## src/rtl/tile_load_ctrl_if.sv

```systemverilog
// Handshake and buffer-control bundle between the tile write sequencer and its
// neighbours: the input beat stream, the tiling buffer and the tile consumer.
interface tile_load_ctrl_if #(
  parameter int SIZE_OF_INPUT = 128,
  parameter int CNT_WIDTH     = 16
);
  logic                     s_valid_i;
  logic                     s_ready_o;
  logic [SIZE_OF_INPUT-1:0] s_data_i;
  logic [3:0]               wr_en_o;
  logic [SIZE_OF_INPUT-1:0] wr_data_o;
  logic                     rd_en_o;
  logic [3:0]               is_empty_i;
  logic [3:0]               is_full_i;
  logic                     tile_valid_o;
  logic                     tile_ready_i;
  logic                     flush_i;
  logic [CNT_WIDTH-1:0]     tile_cnt_o;
  logic                     err_o;

  modport slave (
    input  s_valid_i, s_data_i, is_empty_i, is_full_i, tile_ready_i, flush_i,
    output s_ready_o, wr_en_o, wr_data_o, rd_en_o, tile_valid_o, tile_cnt_o, err_o
  );

  modport master (
    output s_valid_i, s_data_i, is_empty_i, is_full_i, tile_ready_i, flush_i,
    input  s_ready_o, wr_en_o, wr_data_o, rd_en_o, tile_valid_o, tile_cnt_o, err_o
  );
endinterface

```

## src/rtl/tile_load_ctrl.sv

```systemverilog
// Write-side sequencer for the four-quadrant tiling buffer: fills quadrants
// 0/2 then 1/3, presents the full tile, releases it and waits for empty.
module tile_load_ctrl #(
  parameter int SIZE_OF_INPUT  = 128,
  parameter int SIZE_OF_BUFFER = 8,
  parameter int CNT_WIDTH      = 16
) (
  input logic             clk_i,
  input logic             rst_i,
  tile_load_ctrl_if.slave bus
);
  localparam int DEPTH = SIZE_OF_BUFFER / 2;
  localparam int BCW   = (DEPTH > 1) ? $clog2(DEPTH) : 1;

  typedef enum logic [2:0] {
    FILL_A,
    FILL_B,
    WAIT_FULL,
    PRESENT,
    DRAIN
  } state_t;

  state_t                   r_state;
  logic [BCW-1:0]           r_bcnt;
  logic [3:0]               r_wr_en;
  logic [SIZE_OF_INPUT-1:0] r_wr_data;
  logic                     r_rd_en;
  logic                     r_tile_valid;
  logic [CNT_WIDTH-1:0]     r_tile_cnt;
  logic                     r_err;

  logic       w_ready;
  logic       w_hs;
  logic       w_last_beat;
  logic [3:0] w_pattern;

  // Ready depends only on state and flush so upstream never sees a combinational loop
  assign w_ready     = ((r_state == FILL_A) || (r_state == FILL_B)) && !bus.flush_i;
  assign w_hs        = w_ready && bus.s_valid_i;
  assign w_last_beat = (r_bcnt == BCW'(DEPTH - 1));
  assign w_pattern   = (r_state == FILL_A) ? 4'b0101 : 4'b1010;

  always_ff @(posedge clk_i) begin
    if (rst_i) begin
      r_state      <= FILL_A;
      r_bcnt       <= '0;
      r_wr_en      <= '0;
      r_wr_data    <= '0;
      r_rd_en      <= 1'b0;
      r_tile_valid <= 1'b0;
      r_tile_cnt   <= '0;
      r_err        <= 1'b0;
    end else begin
      r_wr_en <= '0;
      r_rd_en <= 1'b0;

      if (w_hs) begin
        r_wr_en   <= w_pattern;
        r_wr_data <= bus.s_data_i;
        if (|(w_pattern & bus.is_full_i)) begin
          r_err <= 1'b1;
        end
      end

      // Flush overrides every transition, including a simultaneous tile accept
      if (bus.flush_i) begin
        r_state      <= DRAIN;
        r_bcnt       <= '0;
        r_tile_valid <= 1'b0;
        if (r_state != DRAIN) begin
          r_rd_en <= 1'b1;
        end
      end else begin
        unique case (r_state)
          FILL_A: begin
            if (w_hs) begin
              if (w_last_beat) begin
                r_bcnt  <= '0;
                r_state <= FILL_B;
              end else begin
                r_bcnt <= r_bcnt + 1'b1;
              end
            end
          end
          FILL_B: begin
            if (w_hs) begin
              if (w_last_beat) begin
                r_bcnt  <= '0;
                r_state <= WAIT_FULL;
              end else begin
                r_bcnt <= r_bcnt + 1'b1;
              end
            end
          end
          WAIT_FULL: begin
            if (bus.is_full_i == 4'hF) begin
              r_state      <= PRESENT;
              r_tile_valid <= 1'b1;
            end
          end
          PRESENT: begin
            if (bus.tile_ready_i) begin
              r_state      <= DRAIN;
              r_tile_valid <= 1'b0;
              r_rd_en      <= 1'b1;
              r_tile_cnt   <= r_tile_cnt + 1'b1;
            end
          end
          DRAIN: begin
            if (bus.is_empty_i == 4'hF) begin
              r_state <= FILL_A;
            end
          end
          default: r_state <= FILL_A;
        endcase
      end
    end
  end

  assign bus.s_ready_o    = w_ready;
  assign bus.wr_en_o      = r_wr_en;
  assign bus.wr_data_o    = r_wr_data;
  assign bus.rd_en_o      = r_rd_en;
  assign bus.tile_valid_o = r_tile_valid;
  assign bus.tile_cnt_o   = r_tile_cnt;
  assign bus.err_o        = r_err;
endmodule

```

## src/flat_wrapper.sv

```systemverilog
// flat-port wrapper written by rule: the top's interface ports become plain ports
module tile_load_ctrl_flat 
#(
  parameter int SIZE_OF_INPUT  = 128,
  parameter int SIZE_OF_BUFFER = 8,
  parameter int CNT_WIDTH      = 16
)
  (clk_i, rst_i, bus_s_valid_i, bus_s_data_i, bus_is_empty_i, bus_is_full_i, bus_tile_ready_i, bus_flush_i, bus_s_ready_o, bus_wr_en_o, bus_wr_data_o, bus_rd_en_o, bus_tile_valid_o, bus_tile_cnt_o, bus_err_o);
  tile_load_ctrl_if #(.SIZE_OF_INPUT(SIZE_OF_INPUT), .CNT_WIDTH(CNT_WIDTH)) bus_i ();
  input logic clk_i;
  input logic rst_i;
  input wire logic [$bits(bus_i.s_valid_i)-1:0] bus_s_valid_i;
  input wire logic [$bits(bus_i.s_data_i)-1:0] bus_s_data_i;
  input wire logic [$bits(bus_i.is_empty_i)-1:0] bus_is_empty_i;
  input wire logic [$bits(bus_i.is_full_i)-1:0] bus_is_full_i;
  input wire logic [$bits(bus_i.tile_ready_i)-1:0] bus_tile_ready_i;
  input wire logic [$bits(bus_i.flush_i)-1:0] bus_flush_i;
  output wire logic [$bits(bus_i.s_ready_o)-1:0] bus_s_ready_o;
  output wire logic [$bits(bus_i.wr_en_o)-1:0] bus_wr_en_o;
  output wire logic [$bits(bus_i.wr_data_o)-1:0] bus_wr_data_o;
  output wire logic [$bits(bus_i.rd_en_o)-1:0] bus_rd_en_o;
  output wire logic [$bits(bus_i.tile_valid_o)-1:0] bus_tile_valid_o;
  output wire logic [$bits(bus_i.tile_cnt_o)-1:0] bus_tile_cnt_o;
  output wire logic [$bits(bus_i.err_o)-1:0] bus_err_o;
  assign bus_i.s_valid_i = bus_s_valid_i;
  assign bus_i.s_data_i = bus_s_data_i;
  assign bus_i.is_empty_i = bus_is_empty_i;
  assign bus_i.is_full_i = bus_is_full_i;
  assign bus_i.tile_ready_i = bus_tile_ready_i;
  assign bus_i.flush_i = bus_flush_i;
  assign bus_s_ready_o = bus_i.s_ready_o;
  assign bus_wr_en_o = bus_i.wr_en_o;
  assign bus_wr_data_o = bus_i.wr_data_o;
  assign bus_rd_en_o = bus_i.rd_en_o;
  assign bus_tile_valid_o = bus_i.tile_valid_o;
  assign bus_tile_cnt_o = bus_i.tile_cnt_o;
  assign bus_err_o = bus_i.err_o;
  tile_load_ctrl #(.SIZE_OF_INPUT(SIZE_OF_INPUT), .SIZE_OF_BUFFER(SIZE_OF_BUFFER), .CNT_WIDTH(CNT_WIDTH)) u_core (.clk_i(clk_i), .rst_i(rst_i), .bus(bus_i));
endmodule
```

## config.mk

```make
export PLATFORM = sky130hd
export DESIGN_NAME = tile_load_ctrl_flat
export DESIGN_NICKNAME = d
export VERILOG_FILES = /design/src/rtl/tile_load_ctrl_if.sv /design/src/rtl/tile_load_ctrl.sv /design/src/flat_wrapper.sv
export SDC_FILE = /design/constraint.sdc
export NUM_CORES = 1
export LEC_CHECK = 0
export CORE_MARGIN = 1
export CORE_UTILIZATION = 40
export DETAILED_ROUTE_END_ITERATION = 8
export PLACE_DENSITY = 0.81
export SYNTH_ARGS = -nofsm -noshare
export SYNTH_HDL_FRONTEND = slang
export SYNTH_SLANG_ARGS = --single-unit
```

## constraint.sdc

```tcl
create_clock -name clk_i -period 2 [get_ports clk_i]
set_input_delay 0.4 -clock clk_i [delete_from_list [all_inputs] [get_ports clk_i]]
set_output_delay 0.4 -clock clk_i [all_outputs]
set_load 0.05 [all_outputs]
```

==> results.py, run 1 <==
metrics = {
    "power": {
        "ir_worst_vdd_mv": 0.498,
        "power_density_nw_per_um2": 846,
        "leakagePower_nw": 4.37,
    },
    "sta": {
        "fmax_ghz": 0.507,
        "fin_ws_ns": 0.0271,
        "period_needed_ns": 1.97,
        "finalSetupTns_ns": 0,
        "hold_viol": 0,
        "max_slew_margin": 0.628,
        "worstMarginPinSlew_ns": 0.557,
        "setup-violations-final": 0,
        "period_share": 0.986,
        "final.setup_skew_ns": 0.00723,
        "whs_ns": 0.401,
        "slew_viol_final": 0,
    },
    "cts": {
        "cts_setup_buffers": 0,
        "clock-sinks": 154,
        "clk_pin_slew_ns": 0.06,
        "cts-root-buf": "clkbuf_16",
        "cts_tree": "built",
        "clock_latency_ns": 0.41,
        "htreeDepth": 4,
        "cts_buffer_depth": 2,
        "numCtsBuffers": 17,
    },
    "yosys": {
        "ys_warn_count": 0,
        "syn_area_per_cell_um2": 8.02,
        "async_flop_share": 0,
        "ys_seq_area_frac": 0.548,
        "netlist_area_um2": 5630,
        "syn-num-nets": 845,
        "synth_edf_count": 0,
        "ys_types": 35,
        "synthFlopType": "dfxtp_1",
        "synthCells": 702,
        "ys_ff_latch": 154,
    },
    "global_route": {
        "grt_pass1_vias": 5395,
        "overflow": 0,
        "grt_usage": 0.230,
        "antenna_found_initial": 0,
        "grt_pass1_wl_um": 26100,
        "grt_max_degree": 81,
    },
    "route": {
        "drc": 0,
        "first_pass_iters": 4,
        "final_antenna_net_count": 0,
        "route.vias.total": 5692,
        "wire_per_inst_um": 14.3,
        "route.final.wire_length_um": 16800,
        "vias_per_cell": 4.86,
        "first_iter_violations": 244,
    },
    "cells_and_area": {
        "utilization": 0.707,
        "diodes": 0,
        "drive_above_1_share": 0.0714,
        "synthToLayoutAreaGrowth_pct": 69.5,
        "nets": 1127,
        "mostFrequentLayoutCell": "nand2_1",
        "layout_common_cells": "nand2_1, clkdlybuf4s50_1, dfxtp_1",
    },
    "worst_hold_path": {
        "hp-start": "rst_i",
        "hp-class": "in -> reg",
    },
    "floorplan": {
        "num_io_pins": 293,
        "die_h_um": 121,
        "die_area_um2": 14600,
        "initial_core_util": 0.417,
        "rows": 42,
        "core_um2": 13500,
        "die_width_um": 121,
    },
    "worst_setup_path": {
        "cp_slowest_cell": "clkdlybuf4s50_1",
        "worst_setup_path_start_kind": "flop",
        "critPathMaxFanout": 2,
        "arrival_ns": 1.57,
        "reg2reg_from": "u_core.bus.tile_cnt_o[0]$_SDFFE_PP0P_",
        "critical_path_buf_inv_count": 1,
        "critPathKind": "reg -> out",
        "worstSetupStartpoint": "u_core.bus.wr_data_o[127]$_SDFFE_PP0P_",
        "cpPeakStageDelay_ns": 0.81,
        "critPathRequiredTime_ns": 1.60,
        "crit_family": "buffers and inverters",
        "crit_path_end_kind": "output port",
        "crit_chain": "clkdlybuf4s50_1",
    },
    "flow_run": {
        "cap_violations": 0,
    },
    "placed_design": {
        "place.gp.congestion": 0.824,
        "dp_hpwl_um": 11600,
        "port_buffers": 292,
        "place_ws_ns": -0.166,
    },
    "outcome": {
        "status": "finished clean",
    },
}
path summary, 6_finish.rpt:
check,end,slack [ns],depth (start not counted)
setup reg to reg,u_core.bus.tile_cnt_o[12]$_SDFFE_PP0P_,0.22,6
setup / recovery,bus_wr_data_o[127],0.03,1
hold reg to reg,u_core.bus.wr_data_o[65]$_SDFFE_PP0P_,0.45,2
hold / removal,u_core.bus.wr_data_o[35]$_SDFFE_PP0P_,0.40,2
metrics by stage:
step / std cells / cell area, µm² / total power (W)
after floorplan: 702 / 5640 / 0.00401
after global placement: 1141 / 8790 / 0.00461
after detailed placement: 1141 / 8790 / 0.00463
after CTS: 1171 / 9420 / 0.00816
after global routing: 1171 / 9540 / 0.00838
final: 1171 / 9540 / 0.00807
power breakdown:
part | leakage [nW] | switching (W) | internal [W] | total (W)
sequential | 1.25 | 0.0000552 | 0.00319 | 0.00324
clock | 0.317 | 0.00118 | 0.00234 | 0.00352
combinational | 2.80 | 0.000754 | 0.000551 | 0.00131
layer usage:
layer	GRT usage	wire, µm	vias up
li1	-	-	2859
met1	0.251	6550	2594
met2	0.396	8350	212
met3	0.0887	1520	27
met4	0.0965	333	0
met5	0	0	-
cell families after synthesis:
group	synth area share
AO/OA/AOI/OAI	0.144
XOR/XNOR	0.0171
adder cells (fa/ha/maj)	0.00444
buffers and inverters	0.0462
flip-flops	0.548
multiplexers	0.00178
AND/OR/NAND/NOR	0.238
synthesized netlist by cell type, drive strengths merged (2+ instances only):
cell | count | area share
ha | 2 | 0.0044
xnor2 | 11 | 0.017
nand3 | 3 | 0.0027
nand4b | 3 | 0.010
o21a | 2 | 0.0027
nor4 | 5 | 0.0056
or4 | 2 | 0.0027
nor3 | 9 | 0.0080
o21bai | 2 | 0.0027
or3 | 7 | 0.0096
nand4 | 4 | 0.0044
buf | 18 | 0.020
nor2 | 16 | 0.011
nor4b | 2 | 0.0031
a21oi | 137 | 0.12
dfxtp | 154 | 0.55
clkbuf | 34 | 0.023
nand2 | 265 | 0.18
inv | 6 | 0.0040
o21ai | 9 | 0.0080
timing repair:
item	CTS	global route
endpoints found under the hold margin	0	0
hold buffers	0	0
setup endpoints to repair	18	50
gates resized for setup	18	50
sequential cells by signal (all words and copies together) (netlist names):
register / count
u_core.bus.wr_en_o: 2
u_core.r_state: 3
u_core.bus.tile_valid_o: 1
u_core.bus.rd_en_o: 1
u_core.bus.tile_cnt_o: 16
u_core.bus.wr_data_o: 128
u_core.r_bcnt: 2
u_core.bus.err_o: 1
area by class of cell:
class | instances | area [µm²]
clock inverters | 6 | 159
repair buffers | 315 | 3260
inverters | 6 | 22.5
fillers | 1043 | 3960
multi-input cells | 490 | 2310
flip-flops and latches | 154 | 3090
clock buffers | 24 | 492
well taps | 176 | 220
(Power assumes the default switching activity.)
==> inputs of run 2 (changes only) <==
--- a/config.mk
+++ b/config.mk
@@ -9,6 +9,7 @@
 export CORE_UTILIZATION = 40
 export DETAILED_ROUTE_END_ITERATION = 8
 export PLACE_DENSITY = 0.81
+export SLEW_MARGIN = 30
 export SYNTH_ARGS = -nofsm -noshare
 export SYNTH_HDL_FRONTEND = slang
 export SYNTH_SLANG_ARGS = --single-unit
==> results of run 2 <==
The final DEF is identical to that of run 1; final timing and power are the same.
==> inputs of run 3 (changes only) <==
--- a/config.mk
+++ b/config.mk
@@ -5,7 +5,7 @@
 export SDC_FILE = /design/constraint.sdc
 export NUM_CORES = 1
 export LEC_CHECK = 0
-export CORE_MARGIN = 1
+export CORE_MARGIN = 2
 export CORE_UTILIZATION = 40
 export DETAILED_ROUTE_END_ITERATION = 8
 export PLACE_DENSITY = 0.81
==> run 3 against run 2 <==
Effect of this change:
- setup slack better by 0.011 ns
- flip-flop and latch count stayed put
- clock skew is 0.0012 ns higher
- register-to-register slack better by 0.05 ns
- largest cell class unchanged
- largest power group unchanged
- highest routed layer unchanged
==> results.py, run 3 (same netlist as run 1, synthesis figures left out) <==
metrics = {
    "power": {
        "p_comb_frac": 0.163,
        "p_sw_frac": 0.249,
        "pwr-share-seq": 0.403,
        "power.total_w": 0.00804,
        "switchingPower_w": 0.00200,
        "p_clk_frac": 0.434,
        "ir_worst_vdd_mv": 0.486,
        "power_density_nw_per_um2": 838,
        "leakagePower_nw": 4.63,
        "power.internal_w": 0.00604,
    },
    "global_route": {
        "grt_pass1_wl_um": 25400,
        "grt_pass1_vias": 5208,
        "grt_max_degree": 77,
        "grt_usage": 0.215,
        "overflow": 0,
        "antenna_found_initial": 0,
    },
    "floorplan": {
        "die_h_um": 123,
        "die_area_um2": 15000,
        "die_width_um": 123,
        "initial_core_util": 0.407,
        "num_io_pins": 293,
        "core_um2": 13800,
        "rows": 43,
    },
    "sta": {
        "fmax_ghz": 0.510,
        "final.setup_skew_ns": 0.00843,
        "setup-violations-final": 0,
        "worstMarginPinSlew_ns": 0.560,
        "slew_viol_final": 0,
        "hold_viol": 0,
        "period_share": 0.981,
        "finalSetupTns_ns": 0,
        "max_slew_margin": 0.626,
        "period_needed_ns": 1.96,
    },
    "worst_setup_path": {
        "cpPeakStageDelay_ns": 0.83,
        "critPathMaxFanout": 2,
        "worst_setup_path_start_kind": "flop",
        "cp_slowest_cell": "clkdlybuf4s50_1",
        "critPathKind": "reg -> out",
        "arrival_ns": 1.56,
        "critical_path_buf_inv_count": 1,
        "crit_path_end_kind": "output port",
        "crit_family": "buffers and inverters",
        "crit_chain": "clkdlybuf4s50_1",
        "critPathRequiredTime_ns": 1.60,
    },
    "cells_and_area": {
        "layout_common_cells": "nand2_1, clkdlybuf4s50_1, dfxtp_1",
        "nFillCells": 1142,
        "largest_register_ffs": 128,
        "multi_input_area_um2": 2310,
        "seq_area_um2": 3090,
        "synthToLayoutAreaGrowth_pct": 70.3,
        "nets": 1128,
        "mostFrequentLayoutCell": "nand2_1",
        "drive_above_1_share": 0.0673,
        "utilization": 0.693,
        "diodes": 0,
    },
    "route": {
        "final_antenna_net_count": 0,
        "drc": 0,
        "route.final.wire_length_um": 16700,
        "wire_per_inst_um": 14.2,
        "route.vias.total": 5599,
        "vias_per_cell": 4.77,
        "first_pass_iters": 5,
        "first_iter_violations": 338,
    },
    "outcome": {
        "status": "finished clean",
    },
    "cts": {
        "cts_tree": "built",
        "numCtsBuffers": 17,
        "cts_buffer_depth": 2,
        "cts_hold_buf": 0,
        "htreeDepth": 4,
        "clk_pin_slew_ns": 0.06,
        "clock-sinks": 154,
        "cts-root-buf": "clkbuf_16",
        "clock_latency_ns": 0.41,
    },
    "placed_design": {
        "port_buffers": 292,
        "place.gp.congestion": 0.821,
        "dp_hpwl_um": 11600,
    },
    "worst_hold_path": {
        "hp-class": "in -> reg",
    },
    "flow_run": {
        "cap_violations": 0,
    },
}
## run 3: worst paths after layout
path	start	endpoint	slack, ns	depth (start not counted)
hold / removal	rst_i	u_core.bus.wr_data_o[52]$_SDFFE_PP0P_	0.38	2
setup reg to reg	u_core.bus.tile_cnt_o[0]$_SDFFE_PP0P_	u_core.bus.tile_cnt_o[14]$_SDFFE_PP0P_	0.27	5
hold reg to reg	u_core.bus.wr_data_o[18]$_SDFFE_PP0P_	u_core.bus.wr_data_o[18]$_SDFFE_PP0P_	0.45	2
setup / recovery	u_core.bus.wr_data_o[22]$_SDFFE_PP0P_	bus_wr_data_o[22]	0.04	1
## run 3: power by group through the flow
stage	sequential [W]	combinational, W	clock, W
CTS	0.00325	0.00132	0.00355
detailed placement	0.00331	0.00131	0
finish	0.00324	0.00131	0.00349
floorplan	0.00372	0.000289	0
global route	0.00326	0.00138	0.00370
global placement	0.00331	0.00131	0
## run 3: metal layers
layer / global-route usage / vias to the layer above / share of wire
met4: 0.0941 / 0 / 0.025
met3: 0.0832 / 30 / 0.087
li1: - / 2859 / -
met5: 0 / - / 0
met2: 0.353 / 208 / 0.49
met1: 0.247 / 2502 / 0.39
## run 3: through the flow
step / hold WS, ns / instances / instance area (µm²) / setup slack (ns)
5_1_grt: 0.383 / 1175 / 9590 / -0.0102
2_1_floorplan: 0.456 / 702 / 5640 / 0.0608
6_report: 0.385 / 1175 / 9590 / 0.0384
3_3_place_gp: 0.440 / 1146 / 8800 / -0.125
3_5_place_dp: 0.446 / 1146 / 8800 / -0.130
4_1_cts: 0.381 / 1175 / 9420 / 0.00314
## run 3: what timing repair did
item / 4_1_cts / 5_1_grt
gates resized for setup: 15 / 66
endpoints found under the setup margin: 15 / 66
setup buffers: 0 / 0
## run 3: layout make-up
class / count / area share
repair buffers: 316 / 0.345
well taps: 180 / 0.0235
clock inverters: 7 / 0.0171
inverters: 6 / 0.00235
multi-input cells: 490 / 0.241
flip-flops and latches: 154 / 0.322
clock buffers: 22 / 0.0495
